**src/rtl/vm_pkg.sv**
```systemverilog
// Shared definitions for the vector machine control path: FSM state encodings
// and accumulation mode codes.
package vm_pkg;

    typedef enum logic [2:0] {
        IDLE   = 3'd0,
        FETCH  = 3'd1,
        LOAD   = 3'd2,
        SQUARE = 3'd3,
        SUM    = 3'd4,
        DONE   = 3'd5
    } state_t;

    localparam logic [1:0] MODE_SUM   = 2'b00;
    localparam logic [1:0] MODE_SUMSQ = 2'b01;
    localparam logic [1:0] MODE_COUNT = 2'b10;

endpackage

```
**src/rtl/Register_Unit.sv**
```systemverilog
// Generic load-enabled register with asynchronous active-high reset to zero.
// Ports: clk, reset, load (capture d this edge), d (next value), q (held value).
module Register_Unit #(
    parameter int unsigned WIDTH = 8
) (
    input  logic             clk,
    input  logic             reset,
    input  logic             load,
    input  logic [WIDTH-1:0] d,
    output logic [WIDTH-1:0] q
);

    always_ff @(posedge clk or posedge reset) begin
        if (reset) begin
            q <= '0;
        end else if (load) begin
            q <= d;
        end
    end

endmodule

```
**src/rtl/vector_walk_ctrl.sv**
```systemverilog
// Linked-list walker for the vector machine. Fetches each node (next pointer on
// port 1, value on port 2) and sequences the datapath enables for SUM, SUMSQ or
// COUNT accumulation, with node counting and loop-limit protection.
// Ports: clk, reset (async, active-high); start/mode/head_addr request inputs;
// rd_data1/rd_data2 memory read data; rd_addr1/rd_addr2/rd_en memory reads;
// clr_acc/store_d/e_square/e_sum datapath enables; busy/done handshake;
// err_loop traversal-limit flag; node_count nodes processed.
// Every output is a register that holds the decode of the state it accompanies.
module vector_walk_ctrl
    import vm_pkg::*;
#(
    parameter int unsigned ADDR_W    = 9,
    parameter int unsigned WORD_W    = 24,
    parameter int unsigned MAX_NODES = 256,
    parameter int unsigned CNT_W     = 9
) (
    input  logic              clk,
    input  logic              reset,
    input  logic              start,
    input  logic [1:0]        mode,
    input  logic [ADDR_W-1:0] head_addr,
    input  logic [WORD_W-1:0] rd_data1,
    input  logic [WORD_W-1:0] rd_data2,
    output logic [ADDR_W-1:0] rd_addr1,
    output logic [ADDR_W-1:0] rd_addr2,
    output logic              rd_en,
    output logic              clr_acc,
    output logic              store_d,
    output logic              e_square,
    output logic              e_sum,
    output logic              busy,
    output logic              done,
    output logic              err_loop,
    output logic [CNT_W-1:0]  node_count
);

    state_t            state;
    logic [1:0]        mode_q;
    logic [ADDR_W-1:0] cur;
    logic [ADDR_W-1:0] next_ptr;
    logic              load_next;
    logic              accum_mode;
    logic              unused_bits;

    // Value word belongs to the datapath; upper pointer-word bits are not address.
    assign unused_bits = ^{rd_data2, rd_data1[WORD_W-1:ADDR_W]};

    // Mode 11 falls out as COUNT because only SUM/SUMSQ accumulate.
    assign accum_mode = (mode_q == MODE_SUM) || (mode_q == MODE_SUMSQ);
    assign load_next  = (state == LOAD);

    // Next-pointer register, captured while the fetched node data is valid.
    Register_Unit #(.WIDTH(ADDR_W)) u_next_ptr (
        .clk   (clk),
        .reset (reset),
        .load  (load_next),
        .d     (rd_data1[ADDR_W-1:0]),
        .q     (next_ptr)
    );

    // Walk sequencer. IDLE with busy set is the accumulator-clear cycle that
    // follows start accept; outputs for the state being entered are loaded on
    // the same edge so they line up with that state.
    always_ff @(posedge clk or posedge reset) begin
        if (reset) begin
            state      <= IDLE;
            mode_q     <= MODE_SUM;
            cur        <= '0;
            rd_addr1   <= '0;
            rd_addr2   <= '0;
            rd_en      <= 1'b0;
            clr_acc    <= 1'b0;
            store_d    <= 1'b0;
            e_square   <= 1'b0;
            e_sum      <= 1'b0;
            busy       <= 1'b0;
            done       <= 1'b0;
            err_loop   <= 1'b0;
            node_count <= '0;
        end else begin
            rd_en    <= 1'b0;
            clr_acc  <= 1'b0;
            store_d  <= 1'b0;
            e_square <= 1'b0;
            e_sum    <= 1'b0;
            done     <= 1'b0;
            case (state)
                IDLE: begin
                    if (busy) begin
                        state    <= FETCH;
                        rd_en    <= 1'b1;
                        rd_addr1 <= cur;
                        rd_addr2 <= cur + ADDR_W'(1);
                    end else if (start) begin
                        mode_q     <= mode;
                        cur        <= head_addr;
                        clr_acc    <= 1'b1;
                        busy       <= 1'b1;
                        node_count <= '0;
                        err_loop   <= 1'b0;
                    end
                end
                FETCH: begin
                    state   <= LOAD;
                    store_d <= accum_mode;
                end
                LOAD: begin
                    node_count <= node_count + CNT_W'(1);
                    if (mode_q == MODE_SUMSQ) begin
                        state    <= SQUARE;
                        e_square <= 1'b1;
                    end else begin
                        state <= SUM;
                        e_sum <= accum_mode;
                    end
                end
                SQUARE: begin
                    state <= SUM;
                    e_sum <= 1'b1;
                end
                SUM: begin
                    if (next_ptr == '0) begin
                        state <= DONE;
                        done  <= 1'b1;
                    end else if (node_count == CNT_W'(MAX_NODES)) begin
                        state    <= DONE;
                        done     <= 1'b1;
                        err_loop <= 1'b1;
                    end else begin
                        state    <= FETCH;
                        cur      <= next_ptr;
                        rd_en    <= 1'b1;
                        rd_addr1 <= next_ptr;
                        rd_addr2 <= next_ptr + ADDR_W'(1);
                    end
                end
                DONE: begin
                    state <= IDLE;
                    busy  <= 1'b0;
                end
                default: begin
                    state <= IDLE;
                    busy  <= 1'b0;
                end
            endcase
        end
    end

endmodule

```
**config.mk**
```make
export PLATFORM = sky130hd
export DESIGN_NAME = vector_walk_ctrl
export DESIGN_NICKNAME = d
export VERILOG_FILES = /design/src/rtl/vm_pkg.sv /design/src/rtl/Register_Unit.sv /design/src/rtl/vector_walk_ctrl.sv
export SDC_FILE = /design/constraint.sdc
export NUM_CORES = 1
export LEC_CHECK = 0
export ABC_AREA = 1
export CAP_MARGIN = 30
export CELL_PAD_IN_SITES_DETAIL_PLACEMENT = 1
export CELL_PAD_IN_SITES_GLOBAL_PLACEMENT = 2
export CORE_AREA = 4 4 123 102
export CTS_BUF_LIST = sky130_fd_sc_hd__clkbuf_8
export DETAILED_ROUTE_END_ITERATION = 16
export DIE_AREA = 0 0 127 106
export PLACE_DENSITY = 0.77
export SYNTH_ARGS = -nofsm -noshare
export SYNTH_HDL_FRONTEND = slang
export SYNTH_SLANG_ARGS = --single-unit
```
**constraint.sdc**
```tcl
create_clock -name clk -period 2.3 [get_ports clk]
set_clock_uncertainty 0.05 [all_clocks]
set_input_delay 0.46 -clock clk [delete_from_list [all_inputs] [get_ports clk]]
set_output_delay 0.46 -clock clk [all_outputs]
set_load 0.02 [all_outputs]
```
==> reports/metrics.csv <==
stage;metric;value;unit
status;outcome;complete, no violations;
critical_path;crit-path most repeated cell;nand2_1;
placement;number of I/O port buffers;57;
sta;period utilization;84.58;%
min_path;Worst Hold Class;input port to async pin;
routing;# DRC;0;
clock_network;Clock Sink Count;58;
synth;Syn Nets;416;
die;num rows;35;
sta;unrepaired setup endpoints after global routing;false;
routing;Vias/cell;4.261;
sta;Slew Viols, Final;0;
die;Die Width;127;µm
power_and_ir_drop;Tot Pwr;4.813;mW
sta;Final setup violation count;0;
placement;GPL Wtd Cong;0.7801;
routing;1st-iter DRT viols;89;
clock_network;PostCTS Resize Cnt;0;
clock_network;worst skew pair latency;330;ps
synth;unique cell type count in the Yosys netlist;29;
grt;met3 usage;2.913;%
critical_path;CP max-delay cell;dfrtp_1;
die;Ports;97;
critical_path;R2R setup slack;350;ps
layout;diodes inserted;0;
clock_network;CTS tree;built;
grt;met2 usage;19.22;%
sta;final setup margin;354.6;ps
clock_network;Clock Tree Buf Depth;2;
synth;Mapped Cells;351;
grt;gr usage total;12.19;%
sta;Hold WS;359.9;ps
critical_path;CP Launch Type;register;
layout;commonest non-fill, non-tap cell in the layout;nand2_1;
critical_path;Worst Path Class, Setup;register to register;
grt;gr busiest metal;met2;
die;Core Area;11300;µm²
layout;area delta synth->final;32.28;%
grt;pin count of the biggest net entering global routing;23;
routing;detailed-route via count;2429;
layout;Final nets;482;
sta;Worst-Margin Slew;464.4;ps
synth;Seq/Total Area, Yosys;50.33;%
grt;M1 GR Usage;16.59;%
sta;TNS Setup;0;ps
layout;commonest cells after routing, fill and taps aside;nand2_1 (138), dfrtp_1 (58), clkdlybuf4s50_1 (57), inv_1 (29), nand3_1 (29);
clock_network;H-Tree Depth;3;
critical_path;FF-to-FF Start;state[0];
synth;Syn Std Cell Area;2884;µm²
grt;first-pass GRT wire length;13190;µm
routing;drt total wl;7728;µm
routing;First-pass DRT Iterations;4;
clock_network;clock-pin slew on the worst setup and hold paths;70;ps
layout;fraction of layout cells with a size suffix above 1;12.56;%
synth;FF+latch count, synth;58;
critical_path;Crit. End Element;register;
critical_path;worst path cell trace;nor2_2 -> nand2_1 -> nand2_1 -> nand2_1 -> ha_1 -> nand2_4 -> nor2_2 -> nand3_1 -> nand3_1 -> nand2_1;
routing;Detail Route Antenna Nets;0;
power_and_ir_drop;Worst IR Drop VDD;0.3115;mV
power_and_ir_drop;leakage;1.853;nW
clock_network;number of CTS-inserted buffers;9;
placement;Placement Setup Slack;333.5;ps
sta;Final Critical Period;1945;ps
critical_path;reg2reg end;rd_addr2[8];
grt;antenna violations before repair;0;
placement;dpl hpwl;5917;µm
critical_path;Critical Path Max Stage Delay;400;ps
critical_path;CP required;2480;ps
clock_network;setup bufs post-CTS;0;
die;Die H;106;µm
sta;Final Hold Fails;0;
power_and_ir_drop;pwr/cell area;1262;nW/µm²
flow_run;Max Cap Violations;0;
die;die area;13460;µm²
die;starting density of the core;25.53;%
routing;DR WL/cell;13.56;µm
grt;grt ovf;0;
grt;vias in the first global route;2621;
clock_network;Clock Root Buffer;clkbuf_8;
clock_network;CTS hold repair buffers;0;
synth;Syn Area/Cell;8.217;µm²
critical_path;FF-to-FF path depth;10;
critical_path;CP Max Fanout;11;
synth;synth warn;0;
sta;fmax;0.5140;GHz
sta;Slew headroom;68.97;%
critical_path;Critical Path AT;2120;ps
worst max-delay path: cells and delay by family (launching register included):
| family | cells | cell delay (ps) |
|---|---|---|
| DFF | 1 | 400 |
| and+or+nand+nor | 9 | 1090 |
| adders and majority gates | 1 | 270 |
cells by family after synthesis:
family	after synthesis	share of synthesized area (%)
xor+xnor	5	1.519
compound gates	32	6.595
flops	58	50.33
buf+inv	39	6.941
simple gates	214	33.32
fa+ha+maj	3	1.302
power breakdown:
group / internal [mW] / switching (mW)
combinational: 0.880 / 1.19
clock: 0.546 / 0.404
sequential: 1.46 / 0.331
through the flow:
stage          utilization, %  area [µm²]  instances
4_1_cts                 33.77        3815        570
5_1_grt                 33.77        3815        570
3_5_place_dp            32.02        3617        554
6_report                33.77        3815        570
3_3_place_gp            32.02        3617        554
2_1_floorplan               -        2884        351
flip-flops by register name (all words and copies together) (netlist names), 2 cells and up:
register,cells
cur,9
node_count,9
rd_addr1,9
rd_addr2,9
u_next_ptr.q,9
state,3
mode_q,2
metal layers:
| layer | part of all wire [%] | vias up | wire length [µm] |
|---|---|---|---|
| met5 | 0 | - | 0 |
| met4 | 1.3 | 0 | 97 |
| met3 | 3.2 | 7 | 247 |
| met2 | 47 | 38 | 3652 |
| met1 | 48 | 1152 | 3731 |
| li1 | - | 1232 | - |
cell type report:
type                            count  area (µm²)
Inverter                           30       112.6
Clock buffer                       11       151.4
Timing Repair Buffer               64       635.6
Sequential cell                    58        1451
Multi-Input combinational cell    254        1232
Tap cell                          148       185.2
Fill cell                        1362        7483
Clock inverter                      5       46.29
worst max-delay path by stage:
stage | startpoint | to | cells after the start
2_1_floorplan | reset | busy | 1
3_3_place_gp | state[0] | rd_addr2[8] | 10
3_5_place_dp | state[0] | rd_addr2[8] | 10
4_1_cts | state[0] | rd_addr2[8] | 10
5_1_grt | state[0] | rd_addr2[8] | 10
6_report | state[0] | rd_addr2[8] | 10
Yosys cell counts:
cell | count | area share (%)
nand2_4 | 4 | 1.6
a22oi_1 | 1 | 0.26
nand2_1 | 138 | 18
dfrtp_1 | 58 | 50
a21oi_2 | 1 | 0.30
nor2_2 | 6 | 1.3
o21ai_2 | 2 | 0.61
nor2_1 | 18 | 2.3
buf_4 | 2 | 0.52
o21ai_1 | 6 | 1.0
nand3_2 | 1 | 0.35
inv_1 | 27 | 3.5
buf_6 | 6 | 2.3
nand2_2 | 10 | 2.2
xor2_1 | 2 | 0.61
xnor2_1 | 3 | 0.91
o21a_1 | 1 | 0.26
buf_2 | 1 | 0.17
nand2_8 | 1 | 0.69
inv_2 | 3 | 0.39
a21oi_1 | 9 | 1.6
nor2_4 | 3 | 1.2
o21ai_0 | 10 | 1.7
ha_1 | 3 | 1.3
and2_0 | 1 | 0.22
nor3_1 | 3 | 0.52
o21bai_1 | 1 | 0.26
o21ai_4 | 1 | 0.56
nand3_1 | 29 | 5.0
No activity file was read; power rests on OpenSTA's default activity.
